==> config.mk <==
export PLATFORM = sky130hd
export DESIGN_NAME = mem_wb_stage
export DESIGN_NICKNAME = d
export VERILOG_FILES = /design/src/rtl/mem_wb_stage.sv
export SDC_FILE = /design/constraint.sdc
export NUM_CORES = 1
export LEC_CHECK = 0
export ABC_AREA = 0
export CELL_PAD_IN_SITES_DETAIL_PLACEMENT = 1
export CELL_PAD_IN_SITES_GLOBAL_PLACEMENT = 1
export CORE_MARGIN = 2
export CORE_UTILIZATION = 50
export CTS_CLUSTER_SIZE = 24
export DETAILED_ROUTE_END_ITERATION = 8
export DONT_BUFFER_PORTS = 1
export GPL_TIMING_DRIVEN = 0
export PLACE_DENSITY_LB_ADDON = 0.1
export SLEW_MARGIN = 20
export SYNTH_ARGS = -nofsm -noshare
export SYNTH_HDL_FRONTEND = slang
export SYNTH_SLANG_ARGS = --single-unit
==> constraint.sdc <==
create_clock -name clk -period 2.12 [get_ports clk]
set_clock_uncertainty 0.05 [all_clocks]
set_input_delay 0.53 -clock clk [delete_from_list [all_inputs] [get_ports clk]]
set_output_delay 0.53 -clock clk [all_outputs]
set_load 0.01 [all_outputs]
==> src/rtl/mem_wb_stage.sv <==
// MEM/WB pipeline stage: issues data-memory accesses for loads/stores,
// waits for the memory ack (bounded), and presents the write-back slot.
module mem_wb_stage #(
    parameter int ACK_TIMEOUT = 15,
    parameter int ADDR_W      = 14
) (
    input  logic              clk,
    input  logic              rst_n,
    input  logic              valid_i,
    input  logic              RegWrite_i,
    input  logic              MemRead_i,
    input  logic              MemWrite_i,
    input  logic              MemtoReg_i,
    input  logic [31:0]       ALUResult_i,
    input  logic [31:0]       rdata2_i,
    input  logic [4:0]        rd_i,
    output logic              dmem_req_o,
    output logic              dmem_we_o,
    output logic [ADDR_W-1:0] dmem_addr_o,
    output logic [31:0]       dmem_wdata_o,
    input  logic [31:0]       dmem_rdata_i,
    input  logic              dmem_ack_i,
    output logic              stall_o,
    output logic              valid_o,
    output logic              RegWrite_o,
    output logic [4:0]        rd_o,
    output logic [31:0]       wdata_o,
    output logic              err_o
);

    typedef enum logic {IDLE, ACCESS} state_t;

    localparam int CNT_W = $clog2(ACK_TIMEOUT + 1);

    state_t           state, state_nxt;
    logic [CNT_W-1:0] wait_cnt;
    logic             timeout;
    logic             memop, illegal, legal_memop;

    // Captured instruction fields kept for the write-back after the ack.
    logic [4:0]       cap_rd;
    logic             cap_rw;
    logic             cap_m2r;
    logic [31:0]      cap_alu;

    assign memop       = valid_i & (MemRead_i | MemWrite_i);
    assign illegal     = (ALUResult_i[1:0] != 2'b00) | (MemRead_i & MemWrite_i);
    assign legal_memop = memop & ~illegal;
    // Timeout is raised once ACK_TIMEOUT ack-less cycles have elapsed; an ack
    // arriving in that same cycle still completes the access normally.
    assign timeout     = (wait_cnt == CNT_W'(ACK_TIMEOUT));
    assign dmem_req_o  = (state == ACCESS);

    // Next-state and stall decode.
    always_comb begin
        state_nxt = state;
        stall_o   = 1'b0;
        case (state)
            IDLE: begin
                if (legal_memop) begin
                    stall_o   = 1'b1;
                    state_nxt = ACCESS;
                end
            end
            ACCESS: begin
                stall_o = ~dmem_ack_i & ~timeout;
                if (dmem_ack_i | timeout) state_nxt = IDLE;
            end
            default: state_nxt = IDLE;
        endcase
    end

    // State register.
    always_ff @(posedge clk or negedge rst_n) begin
        if (!rst_n) state <= IDLE;
        else        state <= state_nxt;
    end

    // Ack-wait counter: zero while idle, counts ack-less ACCESS cycles.
    always_ff @(posedge clk or negedge rst_n) begin
        if (!rst_n)                                 wait_cnt <= '0;
        else if (state == IDLE)                     wait_cnt <= '0;
        else if (!dmem_ack_i && !timeout)           wait_cnt <= wait_cnt + CNT_W'(1);
    end

    // Capture the memory request and write-back context on ACCESS entry.
    always_ff @(posedge clk or negedge rst_n) begin
        if (!rst_n) begin
            dmem_we_o    <= 1'b0;
            dmem_addr_o  <= '0;
            dmem_wdata_o <= '0;
            cap_rd       <= '0;
            cap_rw       <= 1'b0;
            cap_m2r      <= 1'b0;
            cap_alu      <= '0;
        end else if (state == IDLE && legal_memop) begin
            dmem_we_o    <= MemWrite_i;
            dmem_addr_o  <= ALUResult_i[ADDR_W+1:2];
            dmem_wdata_o <= rdata2_i;
            cap_rd       <= rd_i;
            cap_rw       <= RegWrite_i;
            cap_m2r      <= MemtoReg_i;
            cap_alu      <= ALUResult_i;
        end
    end

    // Write-back slot and error pulse.
    always_ff @(posedge clk or negedge rst_n) begin
        if (!rst_n) begin
            valid_o    <= 1'b0;
            RegWrite_o <= 1'b0;
            rd_o       <= '0;
            wdata_o    <= '0;
            err_o      <= 1'b0;
        end else begin
            err_o <= 1'b0;
            case (state)
                IDLE: begin
                    if (!valid_i) begin
                        valid_o    <= 1'b0;
                        RegWrite_o <= 1'b0;
                    end else if (memop && illegal) begin
                        valid_o    <= 1'b1;
                        RegWrite_o <= 1'b0;
                        err_o      <= 1'b1;
                    end else if (memop) begin
                        valid_o    <= 1'b0;
                        RegWrite_o <= 1'b0;
                    end else begin
                        valid_o    <= 1'b1;
                        RegWrite_o <= RegWrite_i & (rd_i != 5'd0);
                        rd_o       <= rd_i;
                        wdata_o    <= ALUResult_i;
                    end
                end
                ACCESS: begin
                    if (dmem_ack_i) begin
                        valid_o    <= 1'b1;
                        RegWrite_o <= cap_rw & ~dmem_we_o & (cap_rd != 5'd0);
                        rd_o       <= cap_rd;
                        wdata_o    <= cap_m2r ? dmem_rdata_i : cap_alu;
                    end else if (timeout) begin
                        valid_o    <= 1'b1;
                        RegWrite_o <= 1'b0;
                        err_o      <= 1'b1;
                    end
                end
                default: ;
            endcase
        end
    end

endmodule

Yosys cells after proc, flatten, opt, wreduce, memory -nomap -nowiden

Cells that the tools add are included.

Register bits: 131
Latch bits: 0
Bits in writable memories: 0
Bits in read-only memories: 0
Input port bits: 109
Output and inout bits: 89
Word-level logic and storage cells: 80
Memories kept: 0

Add/sub/neg operators: 1
Multiply operators: 0
Div/mod/pow operators: 0
Order comparisons: 0
Equality and inequality tests: 7
Shift operators: 0
Muxes and demuxes: 34
Bitwise logic cells: 15
Reductions and logical operators: 9

Operators by type and width:

| operator                                                                | number |
|---|---|
| 32-bit 2-to-1 mux                                                       | 5 |
| 32-bit one-hot mux with 2 select lines                                  | 1 |
| 5-bit 2-to-1 mux                                                        | 4 |
| 1-bit 2-to-1 mux                                                        | 16 |
| 1-bit one-hot mux with 2 select lines                                   | 5 |
| 5-bit one-hot mux with 2 select lines                                   | 1 |
| 5-bit nonzero test                                                      | 2 |
| 4-bit 2-to-1 mux                                                        | 2 |
| 2-bit inequality test, second input constant                            | 4 |
| 1-bit AND                                                               | 7 |
| 1-bit NOT                                                               | 5 |
| 4-bit by 1-bit adder with 4-bit output, second input constant           | 1 |
| 4-bit equality test, second input constant                              | 1 |
| 4-bit AND reduction                                                     | 1 |
| 1-bit logical AND                                                       | 3 |
| 3-bit by 2-bit inequality test with 1-bit output, second input constant | 1 |
| 1-bit OR                                                                | 3 |
| 1-bit logical NOT                                                       | 2 |
| 2-bit by 1-bit inequality test with 1-bit output, second input constant | 1 |
| 2-bit nonzero test                                                      | 1 |

Depth between registers and ports, before layout

Gate-level depths: netlist of the first run.

Word-level depth: 6
Depth in mapped cells: 5
Gate-level depth less buffers: 4

Worst setup path after synthesis of the first run

No wires, ideal clock.

Kind: in2out
Start point: input port MemWrite_i
End point: output port stall_o
Arrival: 1196 ps
Data required time: 1540 ps
Slack: 344 ps
Stages: 5
Buffers on the path: 2
Path through: xor2_1 nand3_1 buf_4 buf_6 nand2_1

Cells in the longest elaborated chain, start to end: 6
Elaborated cells between the ends (all ways): 8
Those cells by class: 2 x mux; 6 x bitwise

RTL lines:

| item                                      | RTL line | RTL |
|---|---|---|
| start, declared                           | 12       | `input logic MemWrite_i,` |
| 1-bit AND                                 | 47       | `assign illegal = (ALUResult_i[1:0] != 2'b00) \| (MemRead_i & MemWrite_i);` |
| 1-bit OR                                  | 47       |  |
| 1-bit NOT                                 | 48       | `assign legal_memop = memop & ~illegal;` |
| 1-bit AND (*)                             | 48       |  |
| 1-bit 2-to-1 mux (*)                      | 60       | `if (legal_memop) begin` |
| 1-bit one-hot mux with 2 select lines (*) | 58       | `case (state)` |
| end, declared                             | 23       | `output logic stall_o,` |

Mark *: on every way between the ends. The rest lies on a longest branch, timed or not.

Worst setup path after layout of the first run

Start point: register state (netlist: dmem_req_o)
End point: output port stall_o

Cells in the longest elaborated chain, start to end: 2

RTL lines:

| item                                      | RTL line | RTL |
|---|---|---|
| start, declared                           | 35       | `state_t state, state_nxt;` |
| start signal, assigned                    | 76       | `else state <= state_nxt;` |
| 1-bit NOT                                 | 58       |  |
| 1-bit one-hot mux with 2 select lines (*) | 58       |  |

Marked as above.

==> results of run 1 <==
==> worst reg2reg max path, delay by kind of cell, from the launching register on <==
family	cells	cell delay, ns
AOI/OAI and AO/OA	1	0.16
buffers and inverters	2	0.34
and+or+nand+nor	1	0.53
DFF	1	0.48
muxes	1	0.34
==> cells in the final DEF (no fill, tap or decap), types with 2 or more instances in the layout <==
| master | instances |
|---|---|
| dfrtp_1 | 116 |
| mux2_4 | 66 |
| mux2_2 | 43 |
| nor2_1 | 37 |
| a21oi_1 | 34 |
| mux2i_1 | 33 |
| buf_4 | 26 |
| clkbuf_16 | 16 |
| buf_6 | 7 |
| clkinv_2 | 7 |
| buf_2 | 6 |
| inv_1 | 5 |
| clkbuf_8 | 5 |
| buf_12 | 4 |
| clkbuf_1 | 4 |
| mux2_1 | 3 |
| nand3_2 | 2 |
| nand4b_1 | 2 |
| or4_1 | 2 |
| and2_1 | 2 |
| bufinv_16 | 2 |
==> stage by stage <==
stage,power [W],hold WS (ns)
6_report,0.00768,-0.351
5_1_grt,0.00803,-0.371
4_1_cts,0.00775,-0.370
3_5_place_dp,0.00493,0.187
3_3_place_gp,0.00484,0.187
2_1_floorplan,0.00458,0.184
==> state kept, by name, indices dropped and copies added, names as in the netlist, 4 cells and up <==
name / cells
dmem_addr_o: 13
cap_alu: 19
rd_o: 5
cap_rd: 5
dmem_wdata_o: 32
wdata_o: 32
wait_cnt: 4
==> cell type report <==
cell class | count | area [sq um] | share of cell area
flip-flops and latches | 117 | 2930 | 0.451
multi-input cells | 243 | 2390 | 0.367
clock buffers | 22 | 473 | 0.0728
plain buffers | 35 | 320 | 0.0493
well taps | 140 | 175 | 0.0270
clock inverters | 10 | 103 | 0.0158
repair buffers | 12 | 90.1 | 0.0139
inverters | 5 | 18.8 | 0.00289
==> kinds of logic after synthesis <==
logic type / synth area share
compound gates: 0.0453
fa+ha+maj: 0.00223
simple gates: 0.0397
mux: 0.328
xor+xnor: 0.00312
buf+inv: 0.0600
flops: 0.522
==> report_power, final <==
group | internal [W] | total, W | switching, W
Clock | 0.00178 | 0.00276 | 0.000984
Sequential | 0.00282 | 0.00345 | 0.000632
Combinational | 0.000945 | 0.00146 | 0.000518
==> metal layers <==
layer  up-vias  part of all wire  track usage
li1       1468                 -            -
met1      1711              0.40        0.278
met2       130              0.50        0.373
met3        18             0.090       0.0913
met4         0             0.016       0.0904
met5         -                 0            0
==> path summary, 6_finish.rpt <==
kind	depth (start not counted)	slack [ns]	to
max	4	0.06	stall_o
min in group clk	1	0.05	err_o
max reg2reg	5	0.10	wdata_o[17]
max in group asynchronous	0	2.12	dmem_req_o
min	0	-0.35	wdata_o[9]
min reg2reg	1	0.44	cap_alu[1]
==> timing repair <==
| action | in CTS | in global routing |
|---|---|---|
| hold endpoints to repair | 117 | 117 |
| setup endpoints to repair | 1 | 6 |
| resized for setup | 10 | 7 |
| pin swaps | 1 | 1 |
| setup buffers | 8 | 4 |
==> impl_results.md, run 1 <==
- Outcome: finished, violations left
- Failing checks: hold timing
- Clock Path Buffers: 2
- Clk_lat worst skew: 0.52 ns
- Area Overhead vs Synth: 15.8%
- Finished Cell Area: 0.00649 sq mm
- Fraction of layout cells with a size suffix above 1: 0.432
- Final Hold Violating Endpoints: 117
- Pwr Density: 1180 mW/mm^2
- Port buffer count: 0
- Drt pass-1 iters: 5
- Pin count of the biggest net entering global routing: 118
- CP max stage cell: dfrtp_2
- DPL Wire Length: 8970 um
- # setup viols final: 0
- Global Route Usage Sum: 0.232
- Tightest Hold Check Type: primary input to asynchronous set/reset pin
- Antenna viol nets, final: 0
- Via count: 3327
- Crit path from: dmem_req_o
- Post-synth EDFFs: 0
- Via/cell ratio: 5.70
- Fmax: 485 MHz
- Die width: 110 um
- Top-count cell post-synth: dfrtp_1
- Cells after Synth: 403
- # DRC: 0
- Dpl cell area: 0.00579 sq mm
- Synthesized area: 0.00561 sq mm
- Die H: 110 um
- Crit Reg-Reg Startpoint: dmem_req_o
- Cell Rows: 38
- Ys async rst share: 1.00
- First-pass GRT wire length: 20500 um
- Synth area leaders: dfrtp_1 52%, mux2_4 18%, mux2_2 8.6%
- Final #Nets: 541
- P_leak: 3.11 nW
- Startpoint type of the worst setup path: flip-flop
- Gpl congestion: 0.737
- Die area: 0.0121 sq mm
- Synth Net Count: 513
- Final WL: 13600 um
- CP required: 1.54 ns
- CP delay by family, top: flip-flops
- Tightest Pin Transition: 0.554 ns
- Gr ovfl total: 0
- Starting density of the core: 0.515
- Top cells by count, synth: 117 x dfrtp_1, 66 x mux2_4, 43 x mux2_2
- Placed cell count: 543
- CTS tree: yes
- Fin crit period: 2.06 ns
- Num CTS Buffers: 17
- Utilization after layout: 0.597
- Max cap viols: 0
- Worst Slack Setup Final: 0.0596 ns
- Initial DRC Count: 204
- Setup_tns: 0 ns
- Crit path largest cell delay: 0.48 ns
- Worst VDD drop: 0.660 mV
- Initial antenna violation count: 0
- Syn. warnings: 0
- Worst-path cell chain: nor2b_4 -> nand3_2 -> buf_6 -> nand2_4
- Hold Slack: -0.351 ns
- Fill count: 1031
- Slew HR: 0.630
- Root Buffer: clkbuf_8
- Non-Filler Instances: 584
- Worst-path clk slew: 0.06 ns
- H-Tree Depth: 4
- Most used flip-flop cell after synthesis: dfrtp_1
- ANT cells: 0
- Worst Setup End Kind: output pin
- Area share of the largest cell type after synthesis: 0.522
- Period utilization: 0.972
- Post-Place Worst Slack: -0.0147 ns
- Type of the worst setup path: flip-flop to output pin
- Synth Register Bits: 117
- Average wire per standard cell: 23.3 um
- Maximum fanout along the worst path: 5
- Avg Inst Size Synth: 13.9 sq um
- Slew Limit Fails: 0
- Library cells used by synthesis: 35
- Synth area leader: dfrtp_1
- Floorplan core area: 0.0109 sq mm
- WP data arrival: 1.48 ns
- Vias in the first global route: 3765
- Register area share after synthesis: 0.522
- Io pins: 198
- Crit path buf inv count: 1
- CTS sink count: 117
(Power assumes the default switching activity.)
==> run 2: changes to the inputs <==
Settings changed: SETUP_SLACK_MARGIN from default to 0.4.
Clock period 2.12 ns to 2.3 ns, I/O delays scaled along.
==> run 2 against run 1 <==
- the run still ends with hold timing left
- highest routed layer unchanged
- global-route usage increased by 0.28 points
- flip-flop and latch count unchanged
- combinational power decreased by 6%
- cell count increased by 0.86%
- non-clock buffer count increased by 5
- routed wire length increased by 1.3%
- via count increased by 0.30%
- critical endpoint unchanged
==> impl_results.md, run 2 (synthesis gave the netlist of run 1 again) <==
- Outcome: finished, violations left
- Failing checks: hold timing
- P_leak: 3.18 nW
- Setup_tns: 0 ns
- # setup viols final: 0
- Tightest Pin Transition: 0.545 ns
- Average wire per standard cell: 23.4 um
- Non-Filler Instances: 589
- DPL Wire Length: 8970 um
- Floorplan core area: 0.0109 sq mm
- Area Overhead vs Synth: 18.1%
- Clk_lat worst skew: 0.52 ns
- Final #Nets: 546
- Root Buffer: clkbuf_8
- Post-Place Worst Slack: 0.120 ns
- Worst Slack Setup Final: 0.113 ns
- Biggest regs: dmem_wdata_o x32, wdata_o x32, cap_alu x19
- Via/cell ratio: 5.67
- Drt pass-1 iters: 4
- Most frequent cells in the layout: 116 x dfrtp_1, 67 x mux2_4, 42 x mux2_2
- ANT cells: 0
- Io pins: 198
- Num CTS Buffers: 17
- Tightest Hold Check Type: primary input to asynchronous set/reset pin
- Worst Setup End Kind: output pin
- Gpl congestion: 0.737
- # DRC: 0
- Fraction of layout cells with a size suffix above 1: 0.437
- Commonest non-fill, non-tap cell in the layout: dfrtp_1
- Die area: 0.0121 sq mm
- Unrepaired setup endpoints after global routing: true
- Maximum fanout along the worst path: 10
- Via count: 3337
- Vias in the first global route: 3812
- Die width: 110 um
- Hold Slack: -0.305 ns
- Die H: 110 um
- WP data arrival: 1.56 ns
- Period utilization: 0.951
- Placed cell count: 543
- Startpoint type of the worst setup path: flip-flop
- Fmax: 457 MHz
- Starting density of the core: 0.515
- Final Hold Violating Endpoints: 117
- Initial DRC Count: 146
- Slew HR: 0.636
- Pin count of the biggest net entering global routing: 118
- Slew Limit Fails: 0
- Gr ovfl total: 0
- Antenna viol nets, final: 0
- Clock Path Buffers: 2
- Fin crit period: 2.19 ns
- Worst VDD drop: 0.608 mV
- Final WL: 13800 um
- Cell Rows: 38
- Worst-path clk slew: 0.05 ns
- CP required: 1.67 ns
- First-pass GRT wire length: 20700 um
- Type of the worst setup path: flip-flop to output pin
- Pwr Density: 1070 mW/mm^2
- H-Tree Depth: 4
- CTS sink count: 117
- Fill count: 1021
- Max cap viols: 0
- Global Route Usage Sum: 0.234
- Port buffer count: 0
- CTS tree: yes
- Initial antenna violation count: 0
## run 2: changes by cell type in the layout (fill, tap and decap cells not counted), sizes merged
cell and change:
buf +4, clkbuf +1
## run 2: stage by stage
| step | util | hold WS [ns] | instance area [sq um] | total power (W) |
|---|---|---|---|---|
| global route | 0.609 | -0.326 | 6630 | 0.00742 |
| floorplan | - | 0.229 | 5610 | 0.00423 |
| global placement | 0.531 | 0.232 | 5790 | 0.00447 |
| finish | 0.609 | -0.305 | 6630 | 0.00710 |
| CTS | 0.596 | -0.325 | 6490 | 0.00715 |
| detailed placement | 0.531 | 0.232 | 5790 | 0.00454 |
## run 2: critical path, stage by stage (launching register included)
cell and delay (ns):
dfrtp_2 0.47, buf_8 0.15, buf_12 0.14, buf_12 0.13
nand3_4 0.08, nand2_8 0.06
## run 2: worst paths after layout
kind | from | to | cells after the start | slack [ns]
worst min register to register | cap_alu[1] | cap_alu[1] | 1 | 0.44
max in group asynchronous | rst_n | dmem_req_o | 0 | 2.29
worst max-delay path | dmem_req_o | stall_o | 5 | 0.11
min in group clk | dmem_ack_i | err_o | 1 | 0.10
worst max register to register | dmem_req_o | dmem_addr_o[5] | 12 | 0.14
worst min-delay path | rst_n | wdata_o[9] | 0 | -0.30
## run 2: timing repair
action,in CTS,in global routing
endpoints found under the setup margin,31,42
pin swaps,1,1
resized for setup,15,19
gates cloned,0,1
buffers inserted,10,3
endpoints found under the hold margin,117,117
## run 2: area by class of cell
type | count | area [sq um] | share of cell area
sequential | 117 | 2930 | 0.442
inverter | 5 | 18.8 | 0.00283
timing repair buffer | 14 | 149 | 0.0225
multi-input combinational | 243 | 2400 | 0.363
buffer | 38 | 375 | 0.0566
clock buffer | 22 | 473 | 0.0714
tap | 140 | 175 | 0.0264
clock inverter | 10 | 103 | 0.0155
## run 2: metal layers
layer | up-vias | wire, um | track usage
li1 | 1477 | - | -
met1 | 1717 | 5540 | 0.279
met2 | 123 | 6760 | 0.381
met3 | 20 | 1180 | 0.0913
met4 | 0 | 273 | 0.0922
met5 | - | 0 | 0
## run 2: report_power, final
part | internal [W] | switching, W
sequential | 0.00260 | 0.000583
combinational | 0.000889 | 0.000486
clock | 0.00164 | 0.000905
==> run 3: changes to the inputs <==
==> constraint.sdc (replaced) <==
create_clock -name clk -period 2.3 [get_ports clk]
set_clock_uncertainty 0.05 [all_clocks]
set_input_delay 0.115 -clock clk [delete_from_list [all_inputs] [get_ports clk]]
set_output_delay 0.115 -clock clk [all_outputs]
set_load 0.01 [all_outputs]
==> run 3 against run 2 <==
- clock power barely moved
- power rose by 3.2%
- routed wire length rose by 20%
- critical endpoint is now wdata_o[17]
- critical path depth did not move
- cell count rose by 16%
- via count rose by 14%
- the run still ends with hold timing left
- non-clock buffer count rose by 94
- register-to-register slack improved by 0.28 ns
==> impl_results.md, run 3 (synthesis gave the netlist of run 1 again) <==
- H-Tree Depth: 4
- Antenna viol nets, final: 0
- Period utilization: 0.818
- Die H: 110 um
- Initial DRC Count: 185
- Biggest regs: dmem_wdata_o x32, wdata_o x32, cap_alu x19
- Final WL: 16500 um
- Clock Path Buffers: 2
- Cell Rows: 38
- Fraction of layout cells with a size suffix above 1: 0.337
- Crit path from: dmem_req_o
- CTS sink count: 117
- Failing checks: hold timing
- Area Overhead vs Synth: 33.4%
- Port buffer count: 0
- Die area: 0.0121 sq mm
- WP data arrival: 2.23 ns
- Most frequent cells in the layout: 116 x dfrtp_1, 107 x dlygate4sd3_1, 66 x mux2_4
- Worst-path clk slew: 0.06 ns
- Starting density of the core: 0.515
- Average wire per standard cell: 24.1 um
- Hold Slack: -0.758 ns
- Combinational Power Share: 0.211
- CTS Hold Bufs: 107
- Final #Nets: 640
- Worst Setup End Kind: flip-flop
- Drt pass-1 iters: 6
- Flop pwr share: 0.438
- Die width: 110 um
- Vias in the first global route: 4440
- P_leak: 3.52 nW
- Num CTS Buffers: 17
- Unrepaired setup endpoints after global routing: true
- Maximum fanout along the worst path: 10
- # setup viols final: 0
- Switch Pwr: 0.00210 W
- Worst VDD drop: 0.559 mV
- Root Buffer: clkbuf_8
- Clock group share of total power: 0.351
- Max cap viols: 0
- Startpoint type of the worst setup path: flip-flop
- Tightest Hold Check Type: primary input to asynchronous set/reset pin
- Via count: 3806
- # DRC: 0
- Type of the worst setup path: flip-flop to flip-flop
- Pin count of the biggest net entering global routing: 118
- Sw frac: 0.287
- Io pins: 198
- Initial antenna violation count: 0
- Crit Reg-Reg Startpoint: dmem_req_o
- Global Route Usage Sum: 0.284
- Total power: 0.00733 W
- Floorplan core area: 0.0109 sq mm
- Pwr Density: 980 mW/mm^2
- Gr ovfl total: 0
- Fin crit period: 1.88 ns
- CTS tree: yes
- Gpl congestion: 0.737
- Clk_lat worst skew: 0.52 ns
- Slew HR: 0.622
- Outcome: finished, violations left
- First-pass GRT wire length: 25000 um
- Final Hold Violating Endpoints: 117
- Tightest Pin Transition: 0.567 ns
- Slew Limit Fails: 0
- Setup_tns: 0 ns
- DPL Wire Length: 8970 um
- Fmax: 532 MHz
- Via/cell ratio: 5.57
- CP required: 2.65 ns
- ANT cells: 0
- Power Internal: 0.00523 W
- Commonest non-fill, non-tap cell in the layout: dfrtp_1
[run 3: cell types whose count changed in the layout (fill, tap and decap cells not counted), moves of 2 or more]
| cell | delta |
|---|---|
| dlygate4sd3_1 | +107 |
| buf_4 | -5 |
| buf_6 | -5 |
| buf_12 | -3 |
| nand3_1 | +2 |
| nand3_4 | -2 |
[run 3: cell type report]
cell class,instances,area [sq um]
buffer,38,344
clock buffer,22,473
clock inverter,10,103
fill,994,3400
inverter,5,18.8
multi-input combinational,243,2360
sequential,117,2930
tap,140,175
timing repair buffer,108,1080
[run 3: worst paths after layout]
| check | depth (start not counted) | slack (ns) | end |
|---|---|---|---|
| max in group asynchronous | 0 | 2.73 | dmem_req_o |
| worst min-delay path | 0 | -0.76 | dmem_addr_o[4] |
| min in group clk | 3 | 0.04 | wdata_o[2] |
| worst max register to register | 5 | 0.42 | wdata_o[17] |
| worst min register to register | 1 | 0.44 | cap_alu[1] |
| worst max-delay path | 5 | 0.42 | wdata_o[17] |
[run 3: repair_timing]
| action | 4_1_cts | 5_1_grt |
|---|---|---|
| pin swaps | 0 | 0 |
| endpoints found under the setup margin | 31 | 11 |
| endpoints found under the hold margin | 232 | 117 |
| cloned | 0 | 0 |
| setup buffers | 0 | 1 |
| resized for setup | 6 | 8 |
[run 3: worst max-delay path, cell delays in order, from the launching register on]
cell     delay [ns]
dfrtp_2        0.48
nor4b_2        0.40
a21o_1         0.14
buf_6          0.18
buf_12         0.16
mux2_2         0.34
[run 3: power by group through the flow]
stage               registers (W)  clock network [W]  logic, W
floorplan                 0.00306                  0   0.00116
global placement          0.00318                  0   0.00128
detailed placement        0.00321                  0   0.00133
CTS                       0.00319            0.00259   0.00152
global route              0.00328            0.00269   0.00166
finish                    0.00321            0.00257   0.00155
[run 3: metal layers]
layer,global-route usage,share of wire
met1,0.328,0.38
met2,0.498,0.54
met3,0.0818,0.068
met4,0.104,0.018
met5,0,0
[run 3: stage by stage]
step	std cells	instance area (sq um)	utilization	worst slack, ns
after floorplan	403	5610	-	0.614
after global placement	543	5790	0.531	0.370
after detailed placement	543	5790	0.531	0.344
after CTS	682	7450	0.685	0.304
after global routing	683	7480	0.687	0.342
final	683	7480	0.687	0.419
